[src/rtl/abro_pkg.sv]
// Shared ABRO definitions: per-channel state encoding and a circular index helper.
package abro_pkg;

   localparam int unsigned ABRO_STATE_W = 2;

   typedef enum logic [ABRO_STATE_W-1:0] {
      ABRO_WAIT  = 2'b00,
      ABRO_GOT_A = 2'b01,
      ABRO_GOT_B = 2'b10,
      ABRO_DONE  = 2'b11
   } abro_state_t;

   // (base + off) mod n, valid when base < n and off < n
   function automatic int unsigned wrap_add(input int unsigned base,
                                            input int unsigned off,
                                            input int unsigned n);
      int unsigned s;
      s = base + off;
      return (s >= n) ? (s - n) : s;
   endfunction

endpackage

[src/rtl/abro_core.sv]
// Combinational single-channel ABRO next-state core, shared by all channels.
module abro_core
   import abro_pkg::*;
(
   input  abro_state_t cur,
   input  logic        ea,
   input  logic        eb,
   input  logic        er,
   output abro_state_t nxt_c,
   output logic        o_c
);

   always_comb begin
      nxt_c = cur;
      o_c   = 1'b0;
      if (er) begin
         nxt_c = ABRO_WAIT;
      end else begin
         case (cur)
            ABRO_WAIT: begin
               if (ea && eb) begin
                  nxt_c = ABRO_DONE;
                  o_c   = 1'b1;
               end else if (ea) begin
                  nxt_c = ABRO_GOT_A;
               end else if (eb) begin
                  nxt_c = ABRO_GOT_B;
               end
            end
            ABRO_GOT_A: begin
               if (eb) begin
                  nxt_c = ABRO_DONE;
                  o_c   = 1'b1;
               end
            end
            ABRO_GOT_B: begin
               if (ea) begin
                  nxt_c = ABRO_DONE;
                  o_c   = 1'b1;
               end
            end
            default: ;
         endcase
      end
   end

endmodule

[src/rtl/abro_scheduler.sv]
// Time-multiplexed ABRO controller: one shared core, per-channel context and sticky events.
// ABRO_SCHED_SKIP_EN selects work-conserving scheduling instead of fixed rotation.
module abro_scheduler
   import abro_pkg::*;
#(
   parameter int unsigned NUM_CH = 4,
   parameter int unsigned PTR_W  = $clog2(NUM_CH)
) (
   input  logic                       clk,
   input  logic                       reset,
   input  logic [NUM_CH-1:0]          a,
   input  logic [NUM_CH-1:0]          b,
   input  logic [NUM_CH-1:0]          r,
   output logic [NUM_CH-1:0]          o,
   output logic [2*NUM_CH-1:0]        state,
   output logic [PTR_W-1:0]           svc_ptr
);

   logic [NUM_CH-1:0][ABRO_STATE_W-1:0] ctx, ctx_nxt;
   logic [NUM_CH-1:0] pend_a, pend_b, pend_r;
   logic [NUM_CH-1:0] pend_a_nxt, pend_b_nxt, pend_r_nxt;
   logic [NUM_CH-1:0] ea, eb, er;
   logic [NUM_CH-1:0] o_nxt;
   logic [PTR_W-1:0]  svc, svc_inc, ptr_nxt;
   logic              svc_vld;
   abro_state_t       cur, nxt;
   logic              fire;

   assign state = ctx;

   // Channel selection
`ifdef ABRO_SCHED_SKIP_EN
   logic [NUM_CH-1:0] act;

   always_comb begin
      ea      = pend_a | a;
      eb      = pend_b | b;
      er      = pend_r | r;
      act     = ea | eb | er;
      svc     = svc_ptr;
      svc_vld = 1'b0;
      // Walk backwards so the nearest active channel from svc_ptr wins
      for (int k = int'(NUM_CH) - 1; k >= 0; k--) begin
         if (act[PTR_W'(wrap_add(int'(svc_ptr), k, NUM_CH))]) begin
            svc     = PTR_W'(wrap_add(int'(svc_ptr), k, NUM_CH));
            svc_vld = 1'b1;
         end
      end
   end
`else
   always_comb begin
      ea      = pend_a | a;
      eb      = pend_b | b;
      er      = pend_r | r;
      svc     = svc_ptr;
      svc_vld = 1'b1;
   end
`endif

   assign cur     = abro_state_t'(ctx[svc]);
   assign svc_inc = (svc == PTR_W'(NUM_CH - 1)) ? '0 : svc + PTR_W'(1);

   abro_core u_core (
      .cur   (cur),
      .ea    (ea[svc]),
      .eb    (eb[svc]),
      .er    (er[svc]),
      .nxt_c (nxt),
      .o_c   (fire)
   );

   // State register
   always_ff @(posedge clk or negedge reset) begin
      if (!reset) begin
         ctx     <= '0;
         pend_a  <= '0;
         pend_b  <= '0;
         pend_r  <= '0;
         svc_ptr <= '0;
         o       <= '0;
      end else begin
         ctx     <= ctx_nxt;
         pend_a  <= pend_a_nxt;
         pend_b  <= pend_b_nxt;
         pend_r  <= pend_r_nxt;
         svc_ptr <= ptr_nxt;
         o       <= o_nxt;
      end
   end

   // Next context, pending bits and pointer
   always_comb begin
      ctx_nxt    = ctx;
      pend_a_nxt = pend_a | a;
      pend_b_nxt = pend_b | b;
      pend_r_nxt = pend_r | r;
      ptr_nxt    = svc_ptr;
      if (svc_vld) begin
         ctx_nxt[svc]    = nxt;
         pend_a_nxt[svc] = 1'b0;
         pend_b_nxt[svc] = 1'b0;
         pend_r_nxt[svc] = 1'b0;
         ptr_nxt         = svc_inc;
      end
   end

   // O pulse for the serviced channel
   always_comb begin
      o_nxt = '0;
      if (svc_vld && fire) begin
         o_nxt[svc] = 1'b1;
      end
   end

endmodule
[config.mk]
export PLATFORM = sky130hd
export DESIGN_NAME = abro_scheduler
export DESIGN_NICKNAME = d
export VERILOG_FILES = /design/src/rtl/abro_pkg.sv /design/src/rtl/abro_core.sv /design/src/rtl/abro_scheduler.sv
export SDC_FILE = /design/constraint.sdc
export NUM_CORES = 1
export LEC_CHECK = 0
export BUFFER_PORTS_ARGS = -buffer_cell sky130_fd_sc_hd__buf_2
export CELL_PAD_IN_SITES_DETAIL_PLACEMENT = 2
export CELL_PAD_IN_SITES_GLOBAL_PLACEMENT = 2
export CORE_MARGIN = 2
export CORE_UTILIZATION = 39
export CTS_BUF_LIST = sky130_fd_sc_hd__clkbuf_2 sky130_fd_sc_hd__clkbuf_4 sky130_fd_sc_hd__clkbuf_8
export CTS_CLUSTER_DIAMETER = 40
export DETAILED_ROUTE_END_ITERATION = 7
export GPL_TIMING_DRIVEN = 0
export MAX_ROUTING_LAYER = met4
export PLACE_DENSITY_LB_ADDON = 0.1
export REMOVE_ABC_BUFFERS = 1
export SETUP_SLACK_MARGIN = 0.4
export SYNTH_ARGS = -nofsm -noshare
export SYNTH_HDL_FRONTEND = slang
export SYNTH_SLANG_ARGS = --single-unit
[constraint.sdc]
create_clock -name clk -period 4.3 [get_ports clk]
set_clock_uncertainty 0.2 [all_clocks]
set_input_delay 0.43 -clock clk [delete_from_list [all_inputs] [get_ports clk]]
set_output_delay 0.43 -clock clk [all_outputs]
set_load 0.05 [all_outputs]
Yosys cells after proc, flatten, opt, wreduce, memory -nomap -nowiden
Cells that the tools add are included.
{ "totals": {"word_cells": 52, "inputBits": 14, "register_bits": 26} }
{ "classes": {"magnitude_cmp": 2, "n_eq_ne": 3, "addsub": 1, "reduce_logical": 3, "muxes": 27, "n_bitwise": 7} }
{ "ops": {"columns": ["operator", "count"], "rows": [
  ["2-bit 2-to-1 mux", 9],
  ["4-bit AND", 3],
  ["4-bit bitwise OR", 3],
  ["8-bit bitwise mux", 1],
  ["1-bit 2-to-1 mux", 8],
  ["1-bit binary-select mux with 2-bit select", 3],
  ["2-bit one-hot mux with 3 select lines", 1],
  ["2-bit binary-select mux with 2-bit select", 1],
  ["2-bit demux with 2-bit select", 1],
  ["2-bit equality test, second input constant", 2],
  ["4-bit 2-to-1 mux", 1],
  ["4-bit NOT", 1],
  ["2-bit by 3-bit < comparator with 1-bit output, second input constant", 1],
  ["1-bit one-hot mux with 3 select lines", 1],
  ["2-bit by 1-bit adder with 2-bit output, second input constant", 1],
  ["1-bit demux with 2-bit select", 1],
  ["2-bit by 1-bit equality test with 1-bit output, second input constant", 1],
  ["2-bit by 1-bit greater-or-equal comparator with 1-bit output, second input constant", 1],
  ["1-bit logical AND", 2],
  ["2-bit zero test", 1]
]} }

Depth between registers and ports, before layout
{ "logic_depth": {"word_depth": 9, "ltp_mapped": 5} }

Cells and area by module
A second synthesis with hierarchy kept.
{ "unflattened": {"hier_cells": 85, "area_unflattened_um2": 1136.1} }
{ "modules_own_cells": {"columns": ["module", "area_per_inst_um2", "cells_per_inst", "seq_area_each_um2", "instances"], "rows": [
  ["abro_scheduler", 1106.1, 80, 650.6, 1],
  ["abro_core", 30.0, 5, 0.0, 1]
]} }

Least setup slack after synthesis
Ideal clock, no wire load.
{ "synth_path": {"kind": "register -> register", "from": "register svc_ptr[0]", "to": "register ctx (netlist bit state[0])", "synth_period_minus_slack_ns": 2.212, "n_path_buf": 0, "stages_incl_launch_ff": 5, "slack_ns": 2.088, "arrival_time_ns": 1.887, "setup_ns": 0.125, "path_cell_list": "dfrtp_1 mux4_1 a41oi_2 nor2_2 mux2_4"} }
{ "synth_via": {"elab_chain_cells": 8, "word_cells_on_any_way": 25, "classes_between": "2 x order compare; 2 x eq/ne; 18 x mux; 3 x reduce/logical"} }
{ "synth_rtl": {"columns": ["item", "line", "rtl"], "rows": [
  ["from (decl)", "abro_scheduler.sv:16", "output logic [PTR_W-1:0] svc_ptr"],
  ["from (signal assigned)", "abro_scheduler.sv:86", "svc_ptr <= ptr_nxt;"],
  ["2-bit binary-select mux with 2-bit select or 1-bit binary-select mux with 2-bit select (tied branches)", "abro_scheduler.sv:60, abro_scheduler.sv:66", null],
  ["2-bit 2-to-1 mux (not written as such) or 1-bit 2-to-1 mux (tied branches)", "abro_scheduler.sv:60, abro_scheduler.sv:66", null],
  ["2-bit 2-to-1 mux", "abro_core.sv:26", "end else if (eb) begin"],
  ["2-bit 2-to-1 mux", "abro_core.sv:24", "end else if (ea) begin"],
  ["2-bit 2-to-1 mux", "abro_core.sv:21", "if (ea && eb) begin"],
  ["2-bit one-hot mux with 3 select lines", "abro_core.sv:19", "case (cur)"],
  ["2-bit 2-to-1 mux", "abro_core.sv:16", "if (er) begin"],
  ["8-bit bitwise mux *", "abro_scheduler.sv:99", "ctx_nxt[svc] = nxt;"],
  ["to (signal assigned)", "abro_scheduler.sv:82", "ctx <= ctx_nxt;"],
  ["to (decl)", "abro_scheduler.sv:19", "logic [NUM_CH-1:0][ABRO_STATE_W-1:0] ctx, ctx_nxt;"]
]} }
Every way passes the cells marked *; elsewhere a longest branch is shown, timed or not. The select of a mux whose other input is x is not followed.

Worst setup path in the final report
{ "layout_path": {"from": "register svc_ptr[0]", "to": "register ctx (netlist bit state[2])"} }
Same word-level chain as after synthesis.

==> flow_summary.ini <==
[sta]
slew_headroom_pct = 60.12
final_hold_viol_count = 0
setup_viol = 0
maxSlewViolCount = 0
fin_crit_sh_pct = 55.26
hold_ws_ps = 123.3
rsz0062_at_grt = false
fmax_ghz = 0.4208
fin_tns_setup_ps = 0
fin_crit_ps = 2376
tightest_slew_ps = 598.2

[synth]
synth-seq-cells = 26
synth-edff-count = 0
syn_avg_cell_area_sq_um = 13.19
synthTopCellsByArea = dfrtp_1 (56%), nor2_1 (8.1%), mux2_4 (5.2%)
synth_largest_area_cell = dfrtp_1
synth_top_area_share_pct = 56.03
synth_cell_types = 23
synthCells = 88
synth_flop_cell = dfrtp_1
synth.cell_area_sq_um = 1161
synth.most_common_cell = dfrtp_1
async_flop_share_pct = 100.0
synth_commonest_cells = dfrtp_1 (26), nor2_1 (25)
synth_warnings = 0
yosysSeqAreaShare_pct = 56.03

[clock_network]
clk_latency_ps = 330
cts_root_buffer = clkbuf_4
numClockSinks = 26
clk_pin_slew_worst_paths_ps = 150
cts_inserted_buffers = 3
post_cts_buffers = 0
clk_path_buf_depth = 2
ctsHtreeMaxLevel = 1
tritoncts = done

[min_path]
hold_path.class = input port to flip-flop

[layout]
n_antenna_cell = 0
syn2layout_area_growth_pct = 17.56
post-route-util_pct = 49.08
nets = 137
multiInputGateArea_sq_um = 483.0
instances_no_fill = 149
drive_above_1_share_pct = 38.98
fillCellCount = 295
area.sequential_sq_um = 650.6
final_area_sq_um = 1365

[placed_design]
placed_area_sq_um = 1319
gp_congestion = 0.7096
io_buffer_count = 27
dp_hpwl_um = 2001
place_inst = 144

[grt]
gr-total-overflow = 0
grt_max_degree = 27
first_global_vias = 886
track_usage_pct = 19.21
grt_pass1_wl_um = 4774
antenna_found_initial = 0

[setup_path]
critPathCaptureType = flip-flop
slowest_stage = dfrtp_1
worst_setup_path_start_kind = flip-flop
crit_chain = mux4_1 > a41oi_2 > nor2_2 > mux2_4
path_class = flip-flop to flip-flop
critPathArrivalTime_ps = 2410
cp.required_ps = 4340
cp_max_fo = 16
max_stage_delay_ps = 740

[floorplan]
die_h_um = 58.57
core_sq_um = 2781
dieArea_sq_um = 3430
ios = 28
std_cell_rows = 19
initial_core_util_pct = 41.75
dieWidth_um = 58.57

[run]
maxCapViolCount = 0

[routing]
wire_per_inst_um = 19.01
vias = 804
first_pass_iters = 4
vias_per_cell = 5.396
drt_iter0_drc = 16
drt_wl_total_um = 2832
ant_nets = 0
drc = 0

[power]
p_per_area_nw_per_um2 = 306.3
p_leak_nw = 0.7079
peakVddDrop_uv = 202.2

[status]
status = completed
-- area by class of cell --
type	count	share of cell area, %
Inverter	3	0.8249
Sequential cell	26	47.66
Timing Repair Buffer	28	10.63
Multi-Input combinational cell	57	35.38
Tap cell	31	2.841
Clock buffer	4	2.658
-- per-stage QoR --
step,worst slack (ps),power [mW]
3_3_place_gp,1999,0.2913
2_1_floorplan,1927,0.2758
6_report,1924,0.4181
4_1_cts,1913,0.4193
3_5_place_dp,1940,0.2933
5_1_grt,1792,0.4334
-- layout by cell type, fill, tap and decap left out, drive strengths merged --
cell / n
ha: 4
clkinv: 1
mux2: 8
and3b: 4
nor4bb: 1
mux4: 3
nand4bb: 1
a41oi: 1
buf: 27
clkbuf: 4
or4: 1
nor2: 26
inv: 2
dfrtp: 26
a21o: 1
or4b: 2
nor4b: 2
dlygate4sd3: 1
nor4: 2
a21oi: 1
-- power breakdown --
part,internal (mW),leakage [nW],switching [mW]
sequential,0.251,0.328,0.00359
clock,0.0519,0.0210,0.0774
combinational,0.0128,0.359,0.0218
total,0.315,0.708,0.103
-- critical path, delay by kind of cell, from the launching register on --
kind / cells / cell delay [ps]
AO/OA/AOI/OAI: 1 / 260
flip-flops: 1 / 740
multiplexers: 2 / 970
AND/OR/NAND/NOR: 1 / 120
-- final timing paths --
kind                       startpoint   endpoint  slack (ps)  cells after the start
max                        svc_ptr[0]   state[2]        1920                      4
min in group asynchronous       reset   state[7]         430                      2
max in group asynchronous       reset  pend_r[2]        3080                      2
min reg2reg                 pend_b[0]  pend_b[0]         310                      2
max reg2reg                svc_ptr[0]   state[2]        1920                      4
min                              a[2]  pend_a[2]         120                      3
-- flip-flops by register name (all words and copies together), names as in the netlist --
signal and flops:
o 4, pend_b 4, svc_ptr 2, pend_a 4, state 8, pend_r 4
-- logic make-up after synthesis --
kind of cell / synth area share (%)
adder cells (fa/ha/maj): 4.311
AO/OA/AOI/OAI: 2.802
multiplexers: 15.19
AND/OR/NAND/NOR: 19.29
flip-flops: 56.03
buffers and inverters: 2.370
-- metal layers --
layer	global-route usage (%)	share of wire (%)
met1	25.93	47
met2	31.62	50
met3	1.978	2.1
met4	3.987	0.88
met5	-	0
-- what timing repair did --
item | CTS | global route
gates resized for setup | 0 | 0
hold buffers | 1 | 0
setup endpoints to repair | 0 | 0
hold endpoints to repair | 26 | 0
(Power assumes the default switching activity.)
